## src/rtl/stopwatch_ctrl_pkg.sv

```systemverilog
// Shared definitions for the stopwatch controller: FSM state encoding and BCD digit limit.
package stopwatch_pkg;

    typedef enum logic [1:0] {
        IDLE  = 2'd0,
        RUN   = 2'd1,
        PAUSE = 2'd2,
        DONE  = 2'd3
    } state_t;

    localparam logic [3:0] BCD_MAX_DIGIT = 4'd9;

endpackage

```

## src/rtl/stopwatch_ctrl_if.sv

```systemverilog
// Button inputs and display/status outputs of the stopwatch controller.
interface stopwatch_ctrl_if;

    logic       btn_ss;
    logic       btn_lap;
    logic       btn_clr;
    logic [7:0] count;
    logic [7:0] disp;
    logic       running;
    logic       lap_active;
    logic       at_max;

    modport master (
        output btn_ss, btn_lap, btn_clr,
        input  count, disp, running, lap_active, at_max
    );

    modport slave (
        input  btn_ss, btn_lap, btn_clr,
        output count, disp, running, lap_active, at_max
    );

endinterface

```

## src/rtl/stopwatch_ctrl_bcd2_count.sv

```systemverilog
// Two-digit BCD counter; saturates at 99 unless wrap is set, clr has priority over en.
module bcd2_count
    import stopwatch_pkg::*;
(
    input  logic       clk,
    input  logic       rst,
    input  logic       en,
    input  logic       clr,
    input  logic       wrap,
    output logic [7:0] count,
    output logic       at99
);

    logic [3:0] tens;
    logic [3:0] units;

    assign tens  = count[7:4];
    assign units = count[3:0];
    assign at99  = (tens == BCD_MAX_DIGIT) && (units == BCD_MAX_DIGIT);

    always_ff @(posedge clk) begin
        if (rst || clr) begin
            count <= 8'h00;
        end else if (en) begin
            if (units != BCD_MAX_DIGIT) begin
                count <= {tens, units + 4'd1};
            end else if (tens != BCD_MAX_DIGIT) begin
                count <= {tens + 4'd1, 4'd0};
            end else if (wrap) begin
                count <= 8'h00;
            end
        end
    end

endmodule

```

## src/rtl/stopwatch_ctrl.sv

```systemverilog
// Stopwatch controller: prescaler, start/stop/lap/clear FSM and lap freeze register.
module stopwatch_ctrl
    import stopwatch_pkg::*;
#(
    parameter int TICK_DIV = 1000,
    parameter bit WRAP     = 1'b0
) (
    input  logic             clk,
    input  logic             rst,
    stopwatch_ctrl_if.slave  sw
);

    localparam int PW = (TICK_DIV > 2) ? $clog2(TICK_DIV) : 1;

    state_t        state;
    logic [PW-1:0] presc;
    logic          tick;
    logic [7:0]    count;
    logic          at99;
    logic [7:0]    lap_reg;
    logic          lap_active;
    logic          running;
    logic          at_max;

    assign tick = (state == RUN) && (presc == PW'(TICK_DIV - 1));

    bcd2_count u_count (
        .clk   (clk),
        .rst   (rst),
        .en    (tick),
        .clr   (sw.btn_clr),
        .wrap  (WRAP),
        .count (count),
        .at99  (at99)
    );

    // A tick at 99 without wrap lands in DONE even if btn_ss arrives in the same cycle.
    always_ff @(posedge clk) begin
        if (rst) begin
            state      <= IDLE;
            presc      <= '0;
            lap_reg    <= 8'h00;
            lap_active <= 1'b0;
            running    <= 1'b0;
            at_max     <= 1'b0;
        end else if (sw.btn_clr) begin
            state      <= IDLE;
            presc      <= '0;
            lap_active <= 1'b0;
            running    <= 1'b0;
            at_max     <= 1'b0;
        end else begin
            if (state == RUN) begin
                presc <= tick ? '0 : presc + PW'(1);
            end
            case (state)
                IDLE: begin
                    if (sw.btn_ss) begin
                        state   <= RUN;
                        running <= 1'b1;
                    end
                end
                RUN: begin
                    if (tick && at99 && !WRAP) begin
                        state      <= DONE;
                        running    <= 1'b0;
                        at_max     <= 1'b1;
                        lap_active <= 1'b0;
                    end else if (sw.btn_ss) begin
                        state   <= PAUSE;
                        running <= 1'b0;
                    end else if (sw.btn_lap) begin
                        lap_active <= !lap_active;
                        if (!lap_active) begin
                            lap_reg <= count;
                        end
                    end
                end
                PAUSE: begin
                    if (sw.btn_ss) begin
                        state   <= RUN;
                        running <= 1'b1;
                    end else if (sw.btn_lap) begin
                        lap_active <= !lap_active;
                        if (!lap_active) begin
                            lap_reg <= count;
                        end
                    end
                end
                DONE: begin
                    state <= DONE;
                end
                default: begin
                    state   <= IDLE;
                    running <= 1'b0;
                    at_max  <= 1'b0;
                end
            endcase
        end
    end

    assign sw.count      = count;
    assign sw.disp       = lap_active ? lap_reg : count;
    assign sw.running    = running;
    assign sw.lap_active = lap_active;
    assign sw.at_max     = at_max;

endmodule

```

## src/flat_wrapper.sv

```systemverilog
// flat-port wrapper written by rule: the top's interface ports become plain ports
module stopwatch_ctrl_flat import stopwatch_pkg::*;
#(
    parameter int TICK_DIV = 1000,
    parameter bit WRAP     = 1'b0
)
  (clk, rst, sw_btn_ss, sw_btn_lap, sw_btn_clr, sw_count, sw_disp, sw_running, sw_lap_active, sw_at_max);
  stopwatch_ctrl_if sw_i ();
  input  logic clk;
  input  logic rst;
  input wire logic [$bits(sw_i.btn_ss)-1:0] sw_btn_ss;
  input wire logic [$bits(sw_i.btn_lap)-1:0] sw_btn_lap;
  input wire logic [$bits(sw_i.btn_clr)-1:0] sw_btn_clr;
  output wire logic [$bits(sw_i.count)-1:0] sw_count;
  output wire logic [$bits(sw_i.disp)-1:0] sw_disp;
  output wire logic [$bits(sw_i.running)-1:0] sw_running;
  output wire logic [$bits(sw_i.lap_active)-1:0] sw_lap_active;
  output wire logic [$bits(sw_i.at_max)-1:0] sw_at_max;
  assign sw_i.btn_ss = sw_btn_ss;
  assign sw_i.btn_lap = sw_btn_lap;
  assign sw_i.btn_clr = sw_btn_clr;
  assign sw_count = sw_i.count;
  assign sw_disp = sw_i.disp;
  assign sw_running = sw_i.running;
  assign sw_lap_active = sw_i.lap_active;
  assign sw_at_max = sw_i.at_max;
  stopwatch_ctrl #(.TICK_DIV(TICK_DIV), .WRAP(WRAP)) u_core (.clk(clk), .rst(rst), .sw(sw_i));
endmodule
```

## config.mk

```make
export PLATFORM = sky130hd
export DESIGN_NAME = stopwatch_ctrl_flat
export DESIGN_NICKNAME = d
export VERILOG_FILES = /design/src/rtl/stopwatch_ctrl_pkg.sv /design/src/rtl/stopwatch_ctrl_if.sv /design/src/rtl/stopwatch_ctrl_bcd2_count.sv /design/src/rtl/stopwatch_ctrl.sv /design/src/flat_wrapper.sv
export SDC_FILE = /design/constraint.sdc
export NUM_CORES = 1
export LEC_CHECK = 0
export ABC_CLOCK_PERIOD_IN_PS = 4900
export BUFFER_PORTS_ARGS = -buffer_cell sky130_fd_sc_hd__buf_4
export CORE_ASPECT_RATIO = 0.8
export CORE_UTILIZATION = 40
export DETAILED_ROUTE_END_ITERATION = 6
export SYNTH_ARGS = -nofsm -noshare
export SYNTH_HDL_FRONTEND = slang
export SYNTH_SLANG_ARGS = --single-unit
```

## constraint.sdc

```tcl
create_clock -name clk -period 4.9 [get_ports clk]
set_clock_uncertainty 0.2 [all_clocks]
set_input_delay 0.98 -clock clk [delete_from_list [all_inputs] [get_ports clk]]
set_output_delay 0.98 -clock clk [all_outputs]
set_load 0.01 [all_outputs]
```

==> summary.md, run 1 <==
| Metric | Value |
|---|---|
| CTS Sinks | 31 |
| Pint | 0.376 mW |
| Crit-path cells | mux2_2, buf_4 |
| Setup TNS | 0 ps |
| Least-Margin Pin Slew | around 640 ps |
| I/O pins | 24 |
| CTS clk-pin slew, worst paths | 60 ps |
| Logic pwr share | 0.060 |
| Tightest Hold Check Type | register to register |
| Routed wire per std cell | between 10 and 15 um |
| Post-synthesis register bit count | 31 |
| RR Endpoint | u_core.state[1] |
| Row count | 19 |
| Critical-path top delay cell | dfxtp_1 |
| Post-Route WL | 3190 um |
| Die X | 71.4 um |
| Max Freq | 375 MHz |
| Dpl cells | around 230 |
| Vias after detailed routing | between 1,000 and 1,500 |
| RR Startpoint | u_core.state[0] |
| Core Footprint | between 3000 and 4000 sq um |
| Total CTS buffers | 5 |
| Ys Warns | 0 |
| Sw frac | 0.233 |
| Area Overhead vs Synth | 18.5% |
| Outcome | finished, violations left |
| Critical path arrival | around 1500 ps |
| Clock share of power | 0.416 |
| NetSw | between 0.1 and 0.15 mW |
| HP Start | u_core.sw.at_max |
| First-pass iteration count of the detailed router | 6 |
| PortBufs | 23 |
| Fillers | ~330 |
| Hold path depth | 2 |
| Failing checks | DRC |
| Final hold vios | 0 |
| # diodes | 0 |
| Dominant cell type by area after synthesis | dfxtp_1 |
| Total GRT Usage | 0.175 |
| Die Area | 4100 sq um |
| Hold endpoint | u_core.sw.at_max |
| Grt ovf | 0 |
| Final Cycle Share | 0.544 |
| Max clock buf depth | 2 |
| Worst R2R Path Depth | 6 |
| Initial Utilization | 0.435 |
| Residual DRC | 2 |
| Seq/Total Area, Yosys | 0.403 |
| Initial antenna violation count | 0 |
| CTS tree | yes |
| Sequential Power Share | 0.524 |
| Final GP Congestion | 0.804 |
| R2R Setup Slk | approximately 2400 ps |
| Final setup vio count | 0 |
| Worst Path Required | 3720 ps |
| Primary FF master, synth | dfxtp_1 |
| Root Buffer | clkbuf_8 |
| Layout cells sized above 1 | 0.201 |
| Mapped Nets | 189 |
| Slew Limit Headroom | 0.573 |
| WHS | about 290 ps |
| Worst Setup Start Kind | register |
| Buffers & Inverters on Critical Path | 1 |
| Maximum vdd ir drop | 0.000120 V |
| CP Capture Type | output pin |
| Antenna Violating Nets Remaining | 0 |
| Synth top area cells | dfxtp_1 (40%), nor2_1 (7.3%), ha_1 (6.5%) |
| Critical path type | register to output pin |
| Nets | 212 |
| Max-Cap Viols | 0 |
| H-tree lvl count | 2 |
| Worst-path fanout max | 14 |
| Final Slew Violations | 0 |
| Final worst path period need | 2660 ps |
| Final Non-Filler Cells | between 200 and 250 |
| Max FFs per register | 10 |
| Drt initial violations | 56 |
| Slowest stage delay, CP | 650 ps |
| Cell count after synthesis | about 180 |
| Yosys cell types | 35 |
| Total power | between 0.4 and 0.5 mW |
| Leakage Power | 0.694 nW |
| # resized after CTS | 0 |
| Setup Fix Bufs, Post-CTS | 0 |
| Power Dens Cells | about 270 nW/um^2 |
| Hold-fix buffers, CTS | 0 |
| Unrepaired setup endpoints after global routing | no |
| Post-Syn Area per Cell | approximately 8.8 sq um |
| Vias in the first global route | around 1,200 |
| Chip Height | 57.5 um |
| Crit-path leading delay family | flip-flops |
| Top-area cell type share of the netlist area | 0.403 |
| Post-synth EDFFs | 0 |
| Asr flop ratio synth | 0 |
| Wire length of the first global-routing pass | 5550 um |
| Pin count of the biggest net entering global routing | 15 |
| Final HPWL DP | 2340 um |
| Worst-Skew Late Latency | ~280 ps |
| Via density per instance | 5.34 |
| Cell Area, Synth | between 1500 and 2000 sq um |
power groups by stage:
| stage | Combinational (mW) | Sequential, mW | Clock (mW) |
|---|---|---|---|
| after detailed placement | 0.0291 | 0.263 | 0 |
| final | 0.0293 | 0.257 | 0.204 |
| after global routing | 0.0332 | 0.257 | 0.219 |
| after floorplan | 0.0208 | 0.262 | 0 |
| after CTS | 0.0293 | 0.257 | 0.208 |
| after global placement | 0.0282 | 0.262 | 0 |
stage by stage:
step                 util  setup WS [ps]  instance area [sq um]
floorplan               -           2480                   1540
global placement    0.491           2380                   1740
detailed placement  0.491           2330                   1740
CTS                 0.515           2210                   1830
global route        0.515           2130                   1830
finish              0.515           2240                   1830
cell usage in the layout, fill, tap and decap left out, types with 7 or more instances in the layout:
master | Yosys | layout
inv_1 | 7 | 7
ha_1 | 8 | 8
dfxtp_1 | 31 | 31
o21ai_0 | 8 | 8
nand3_1 | 9 | 9
buf_4 | 0 | 23
mux2i_1 | 9 | 9
nor2_1 | 30 | 30
a21oi_1 | 8 | 8
nand2_1 | 9 | 9
worst register-to-register path, stage by stage (launching register included):
cell	delay [ps]
dfxtp_1	440
ha_1	430
nand4_1	220
nor3_2	540
a21oi_1	230
o2bb2ai_1	170
a211oi_1	220
cells in the mapped netlist, drive strengths merged, types with 7 or more instances:
cell type   n
dfxtp      31
nor2       30
a21oi       9
mux2i       9
nand2       9
nand3       9
ha          8
o21ai       8
clkbuf      7
inv         7
nor3        7
worst max-delay path by stage:
stage / startpoint / end / slack [ps] / cells past startpoint
final: u_core.sw.lap_active / sw_disp[1] / 2240 / 2
after global routing: u_core.sw.lap_active / sw_disp[1] / 2130 / 2
after CTS: u_core.sw.lap_active / sw_disp[1] / 2210 / 2
after detailed placement: sw_btn_ss / u_core.lap_reg[5] / 2330 / 6
after global placement: sw_btn_ss / u_core.lap_reg[4] / 2380 / 6
after floorplan: sw_btn_ss / u_core.lap_reg[2] / 2480 / 6
layout make-up:
| class | count | area [sq um] | share of cell area |
|---|---|---|---|
| sequential | 31 | 621 | 0.340 |
| multi-input combinational | 131 | 866 | 0.474 |
| inverter | 7 | 26.3 | 0.0144 |
| clock inverter | 1 | 5.00 | 0.00274 |
| clock buffer | 6 | 82.6 | 0.0452 |
| tap | 42 | 52.6 | 0.0288 |
| timing repair buffer | 23 | 173 | 0.0946 |
layer usage:
| metal | part of all wire | track usage | vias to the layer above |
|---|---|---|---|
| met5 | 0 | 0 | - |
| met4 | 0.018 | 0.0829 | 0 |
| met3 | 0.046 | 0.0477 | 7 |
| met2 | 0.45 | 0.290 | 23 |
| met1 | 0.48 | 0.212 | 601 |
| li1 | - | - | 656 |
cells by family (layout without fill, tap and decap cells):
| logic type | Yosys count | after routing | synth area share |
|---|---|---|---|
| multiplexers | 15 | 15 | 0.102 |
| AND/OR/NAND/NOR | 69 | 69 | 0.220 |
| XOR/XNOR | 12 | 12 | 0.0682 |
| adder cells (fa/ha/maj) | 8 | 8 | 0.0650 |
| AO/OA/AOI/OAI | 27 | 27 | 0.106 |
| flip-flops | 31 | 31 | 0.403 |
| buffers and inverters | 14 | 37 | 0.0349 |
No activity file was read; power rests on OpenSTA's default activity.
==> run 2, diff against run 1 <==
- ABC_CLOCK_PERIOD_IN_PS: 4900 -> 2510
- clock period: 4.9 -> 2.51 ns (I/O delays scaled with it)
==> run 2 against run 1 <==
Against the previous run:
- largest cell class unchanged
- final cell count grew 1.2%
- power rose by 100%
- die area did not move
- count of clock-buffer cells in the layout grew 2
- flip-flop and latch count unchanged
- the run still ends with DRC left
- core utilization grew 1.0 points
- critical path type is now register to register
- clock power up 120%
- largest power group unchanged
- design area up 2.0%
==> summary.md, run 2 (synthesis results as in run 1) <==
| Metric | Value |
|---|---|
| Design area | 1860 sq um (+2.0%) |
| Antenna Violating Nets Remaining | 0 (unchanged) |
| Final Util | 0.526 (+0.0102) |
| Layout cells sized above 1 | 0.213 (+0.0119) |
| Nets | 214 (+0.94%) |
| Hold-fix buffers, CTS | 0 (unchanged) |
| Worst-path fanout max | 11 (-3) |
| Post-Route WL | 3410 um (+7.0%) |
| GR Layer Usage met2 | 0.291 (+0.00136) |
| Failing checks | DRC |
| Least-Margin Pin Slew | 642 ps (+5.33 ps) |
| Maximum vdd ir drop | 0.000345 V (+190%) |
| # diodes | 0 (unchanged) |
| I/O pins | 24 (unchanged) |
| Max Freq | 441 MHz |
| CP Capture Type | register |
| Setup TNS | 0 ps (unchanged) |
| Grt ovf | 0 (unchanged) |
| Unrepaired setup endpoints after global routing | no |
| CTS Sinks | 31 (unchanged) |
| Total GRT Usage | 0.189 (+0.0141) |
| Global-route met3 utilization | 0.0866 (+0.0389) |
| Global route hottest layer | met2 |
| Most frequent cells in the layout | dfxtp_1 (31), nor2_1 (30), buf_4 (25) |
| Slew Limit Headroom | 0.572 (-0.00124) |
| Die Area | 4100 sq um (unchanged) |
| Pin count of the biggest net entering global routing | 15 (unchanged) |
| PortBufs | 23 (unchanged) |
| Setup WS pre-CTS | 204 ps (-2130 ps) |
| Vias after detailed routing | 1,325 (+3.0%) |
| Total power | 1.00 mW (+100%) |
| H-tree lvl count | 2 (unchanged) |
| Residual DRC | 2 (unchanged) |
| Area Overhead vs Synth | 20.9% |
| Tightest Hold Check Type | primary input to register |
| Final Cycle Share | 0.904 |
| CTS clk-pin slew, worst paths | 70 ps (about the same) |
| Root Buffer | clkbuf_8 |
| Max-Cap Viols | 0 (unchanged) |
| Max clock buf depth | 2 (unchanged) |
| Final Slew Violations | 0 (unchanged) |
| Slowest stage delay, CP | 470 ps (-180 ps) |
| Row count | 19 (unchanged) |
| Setup WS post-layout | 241 ps (-1990 ps) |
| # resized after CTS | 0 (unchanged) |
| Routed wire per std cell | 14.0 um (+5.7%) |
| Initial Utilization | 0.435 (unchanged) |
| Max FFs per register | 10 (unchanged) |
| Vias in the first global route | 1,260 (+2.9%) |
| Final GP Congestion | 0.817 (+1.7%) |
| CTS tree | yes |
| Worst-Skew Late Latency | 280 ps (about the same) |
| Chip Height | 57.5 um (unchanged) |
| Worst Path Required | 2510 ps (-1210 ps) |
| Wire length of the first global-routing pass | 5800 um (+4.5%) |
| Worst Setup Start Kind | register |
| Drt initial violations | 97 (+73%) |
| Leading cell type in the layout, fill and taps excluded | dfxtp_1 |
| Met1 usage | 0.237 (+0.0246) |
| WHS | 267 ps (-18.3 ps) |
| Outcome | finished, violations left |
| Setup Fix Bufs, Post-CTS | 0 (unchanged) |
| Die X | 71.4 um (unchanged) |
| Final worst path period need | 2270 ps |
| Final HPWL DP | 2520 um (+7.8%) |
| Buffers & Inverters on Critical Path | 0 (-1) |
| Critical path type | register to register |
| Core Footprint | 3540 sq um (unchanged) |
| Final hold vios | 0 (unchanged) |
| Leakage Power | 0.725 nW (+4.4%) |
| Final Non-Filler Cells | 244 (+1.2%) |
| Power Dens Cells | 537 nW/um^2 (+100%) |
| Crit-path leading delay family | simple AND/OR/NAND/NOR gates |
| Total CTS buffers | 5 (unchanged) |
| Critical-path top delay cell | or3_1 |
| Crit-path cells | ha_2, nand4_1, or3_1, nor3_2, nor2_1, a211oi_1 |
| Dpl cells | 236 (+0.85%) |
| First-pass iteration count of the detailed router | 6 (unchanged) |
| Critical path arrival | 2270 ps (+790 ps) |
| Initial antenna violation count | 0 (unchanged) |
| Placed cell area | 1750 sq um (+0.86%) |
| Final setup vio count | 0 (unchanged) |
| Via density per instance | 5.43 (+1.7%) |
==> run 2: changes by cell type in the layout (fill, tap and decap cells not counted), sizes merged <==
| cell | delta |
|---|---|
| buf | +2 |
| clkinv | -1 |
| clkbuf | +2 |
==> run 2: where the power goes <==
group          switching (mW)  internal [mW]  total (mW)
registers             0.00602          0.496       0.502
logic                  0.0354         0.0239      0.0593
clock network           0.189          0.250       0.439
==> run 2: final cells by class <==
| class | count | area, sq um |
|---|---|---|
| fillers | 340 | 1680 |
| inverters | 7 | 26.3 |
| clock buffers | 8 | 100 |
| multi-input cells | 131 | 875 |
| well taps | 42 | 52.6 |
| flip-flops and latches | 31 | 621 |
| repair buffers | 25 | 188 |
==> run 2: worst paths after layout <==
check	depth (start not counted)	slack (ps)	startpoint	end
setup / recovery	6	240	u_core.state[0]	u_core.u_count.count[5]
hold / removal	2	270	rst	u_core.lap_reg[7]
setup reg to reg	6	240	u_core.state[0]	u_core.u_count.count[5]
hold reg to reg	2	270	u_core.sw.at_max	u_core.sw.at_max
==> run 2: metal layers <==
layer  share of wire  up-vias
met2            0.46       40
met5               0        -
li1                -      657
met4           0.011        0
met3           0.047        5
met1            0.48      623
==> run 3, diff against run 2 <==
- ABC_AREA: not set -> 1
- CELL_PAD_IN_SITES_DETAIL_PLACEMENT: not set -> 0
- CELL_PAD_IN_SITES_GLOBAL_PLACEMENT: not set -> 2
- CORE_MARGIN: not set -> 2
- CORE_UTILIZATION: 40 -> 31
- PLACE_DENSITY_LB_ADDON: not set -> 0.1
==> run 3 against run 2 <==
Against the previous run:
- the run now ends clean
- routed wire length is 16% higher
- core utilization is 14 points lower
- sequential share of layout area is 1.7 points lower
- combinational power is 2% higher
- synthesized cell count is 28% higher
- count of clock-buffer cells in the layout is 2 lower
- register-to-register slack better by 220 ps
- fmax is 5.4% higher
- die area is 44% higher
- final cell count is 29% higher
==> summary.md, run 3 <==
| Metric | Value |
|---|---|
| HP Start | rst |
| Max Freq | 464 MHz (+5.4%) |
| Logic pwr share | 0.063 (+0.004) |
| CTS tree | yes |
| Least-Margin Pin Slew | 590 ps (-51.7 ps) |
| Final HPWL DP | 2990 um (+18%) |
| Max-Cap Viols | 0 (unchanged) |
| Most frequent cells in the layout | nand2_1 (44), dfxtp_1 (31), inv_1 (26) |
| Fillers | 542 (+59%) |
| Clock share of power | 0.420 (-0.019) |
| First-pass iteration count of the detailed router | 4 (-2) |
| Maximum vdd ir drop | 0.000231 V (-33%) |
| Dpl cells | 307 (+30%) |
| Final GP Congestion | 0.722 (-12%) |
| Setup TNS | 0 ps (unchanged) |
| Worst R2R Path Depth | 11 (+5) |
| Power Dens Cells | 494 nW/um^2 (-8.1%) |
| Final hold vios | 0 (unchanged) |
| CP Capture Type | output pin |
| Routed wire per std cell | 12.6 um (-10%) |
| Grt ovf | 0 (unchanged) |
| CTS clk-pin slew, worst paths | 70 ps (about the same) |
| Final Slew Violations | 0 (unchanged) |
| Residual DRC | 0 (-2) |
| CTS Sinks | 31 (unchanged) |
| Post-Route WL | 3950 um (+16%) |
| Outcome | completed |
| Seq/Total Area, Yosys | 0.378 (-0.0246) |
| Vias in the first global route | 1,406 (+12%) |
| Setup WS pre-CTS | 452 ps (+248 ps) |
| Unrepaired setup endpoints after global routing | no |
| I/O pins | 24 (unchanged) |
| Commonest cells in the synthesized netlist | nand2_1 (44), dfxtp_1 (31), inv_1 (26), nand3_1 (24), a21oi_1 (22) |
| Critical path arrival | 1450 ps (-820 ps) |
| Chip Height | 69.1 um (+20%) |
| NetSw | 0.236 mW (+2.1%) |
| RR Startpoint | u_core.state[1] |
| Leading cell type in the layout, fill and taps excluded | nand2_1 |
| H-tree lvl count | 2 (unchanged) |
| Total GRT Usage | 0.143 (-0.0464) |
| Hold endpoint | u_core.lap_reg[4] |
| Cell Area, Synth | 1640 sq um (+6.5%) |
| Root Buffer | clkbuf_8 |
| Slew Limit Headroom | 0.606 (+0.0339) |
| Asr flop ratio synth | 0 (unchanged) |
| Count leader, synth | nand2_1 |
| Ys Warns | 0 (unchanged) |
| Max FFs per register | 10 (unchanged) |
| Setup Fix Bufs, Post-CTS | 0 (unchanged) |
| Dominant cell type by area after synthesis | dfxtp_1 |
| Worst-path fanout max | 18 (+7) |
| Mapped Nets | 238 (+26%) |
| Worst Setup Start Kind | register |
| Pin count of the biggest net entering global routing | 19 (+4) |
| Die Area | 5890 sq um (+44%) |
| Pint | 0.732 mW (-4.9%) |
| Via density per instance | 4.73 (-13%) |
| # diodes | 0 (unchanged) |
| Worst Path Required | 1810 ps (-700 ps) |
| Final setup vio count | 0 (unchanged) |
| Final worst path period need | 2150 ps (-116 ps) |
| Sequential Power Share | 0.517 (+0.015) |
| Worst-Skew Late Latency | 280 ps (about the same) |
| Layout cells sized above 1 | 0.183 (-0.0303) |
| Tightest Hold Check Type | primary input to register |
| Max clock buf depth | 2 (unchanged) |
| Synth top area cells | dfxtp_1 (38%), nand2_1 (10%), nand3_1 (7.3%) |
| Final Non-Filler Cells | 314 (+29%) |
| Nets | 265 (+24%) |
| Post-Syn Area per Cell | 7.29 sq um (-17%) |
| R2R Setup Slk | 460 ps (+220 ps) |
| Final Util | 0.387 (-0.139) |
| Area Overhead vs Synth | 19.5% |
| Post-synthesis register bit count | 31 (unchanged) |
| Initial antenna violation count | 0 (unchanged) |
| Critical path type | register to output pin |
| Row count | 23 (+4) |
| Vias after detailed routing | 1,486 (+12%) |
| Wire length of the first global-routing pass | 6720 um (+16%) |
| Cell count after synthesis | 225 (+28%) |
| Core Footprint | 5060 sq um (+43%) |
| RR Endpoint | u_core.state[1] |
| Leakage Power | 0.740 nW (+2.1%) |
| Sw frac | 0.243 (+0.0129) |
| Top-area cell type share of the netlist area | 0.378 (-0.0246) |
| Die X | 85.3 um (+20%) |
| Hold-fix buffers, CTS | 0 (unchanged) |
| Final Cycle Share | 0.858 (-0.0461) |
| # resized after CTS | 0 (unchanged) |
| Drt initial violations | 80 (-18%) |
| Hold path depth | 2 (unchanged) |
| Total CTS buffers | 5 (unchanged) |
| Setup WS post-layout | 357 ps (+116 ps) |
| Primary FF master, synth | dfxtp_1 |
| PortBufs | 23 (unchanged) |
| Post-synth EDFFs | 0 (unchanged) |
| Initial Utilization | 0.324 (-0.111) |
| Antenna Violating Nets Remaining | 0 (unchanged) |
| Yosys cell types | 28 (-20%) |
## run 3: metal layers
| metal | vias up | track usage | share of wire |
|---|---|---|---|
| met1 | 657 | 0.211 | 0.54 |
| met2 | 32 | 0.194 | 0.40 |
| met5 | - | 0 | 0 |
| met3 | 5 | 0.0431 | 0.049 |
| met4 | 0 | 0.0476 | 0.0091 |
| li1 | 792 | - | - |
## run 3: area by class of cell
| class | instances | area, sq um | area share |
|---|---|---|---|
| Clock buffer | 6 | 82.6 | 0.0421 |
| Clock inverter | 1 | 5.00 | 0.00255 |
| Inverter | 31 | 121 | 0.0619 |
| Multi-Input combinational cell | 159 | 872 | 0.445 |
| Sequential cell | 31 | 621 | 0.317 |
| Tap cell | 62 | 77.6 | 0.0396 |
| Timing Repair Buffer | 24 | 180 | 0.0920 |
## run 3: worst max path at each step
stage,startpoint,endpoint,slack [ps]
after floorplan,u_core.state[1],u_core.lap_reg[0],840
final,u_core.sw.lap_active,sw_disp[3],360
after CTS,u_core.sw.lap_active,sw_disp[3],340
after detailed placement,u_core.state[1],u_core.lap_reg[1],450
after global placement,u_core.state[1],u_core.state[1],460
after global routing,u_core.sw.lap_active,sw_disp[3],240
## run 3: kinds of logic after synthesis
| group | synth area share |
|---|---|
| simple gates | 0.293 |
| xor+xnor | 0.0214 |
| fa+ha+maj | 0.0610 |
| buf+inv | 0.0900 |
| compound gates | 0.156 |
| flops | 0.378 |
## run 3: power groups by stage
stage | Clock (mW) | Combinational (mW) | Sequential (mW)
CTS | 0.423 | 0.0615 | 0.500
floorplan | 0 | 0.0436 | 0.511
global placement | 0 | 0.0630 | 0.512
global route | 0.442 | 0.0685 | 0.501
finish | 0.407 | 0.0607 | 0.500
detailed placement | 0 | 0.0613 | 0.511
## run 3: worst max-delay path, stage by stage (launching register included)
cell and delay (ps):
dfxtp_1 700, o21ai_0 270, buf_4 200
## run 3: through the flow
step / hold slack, ps / area, sq um / total power, mW
global route: 247 / 1960 / 1.01
floorplan: 240 / 1640 / 0.554
finish: 252 / 1960 / 0.968
detailed placement: 255 / 1870 / 0.573
global placement: 245 / 1870 / 0.575
CTS: 248 / 1960 / 0.985
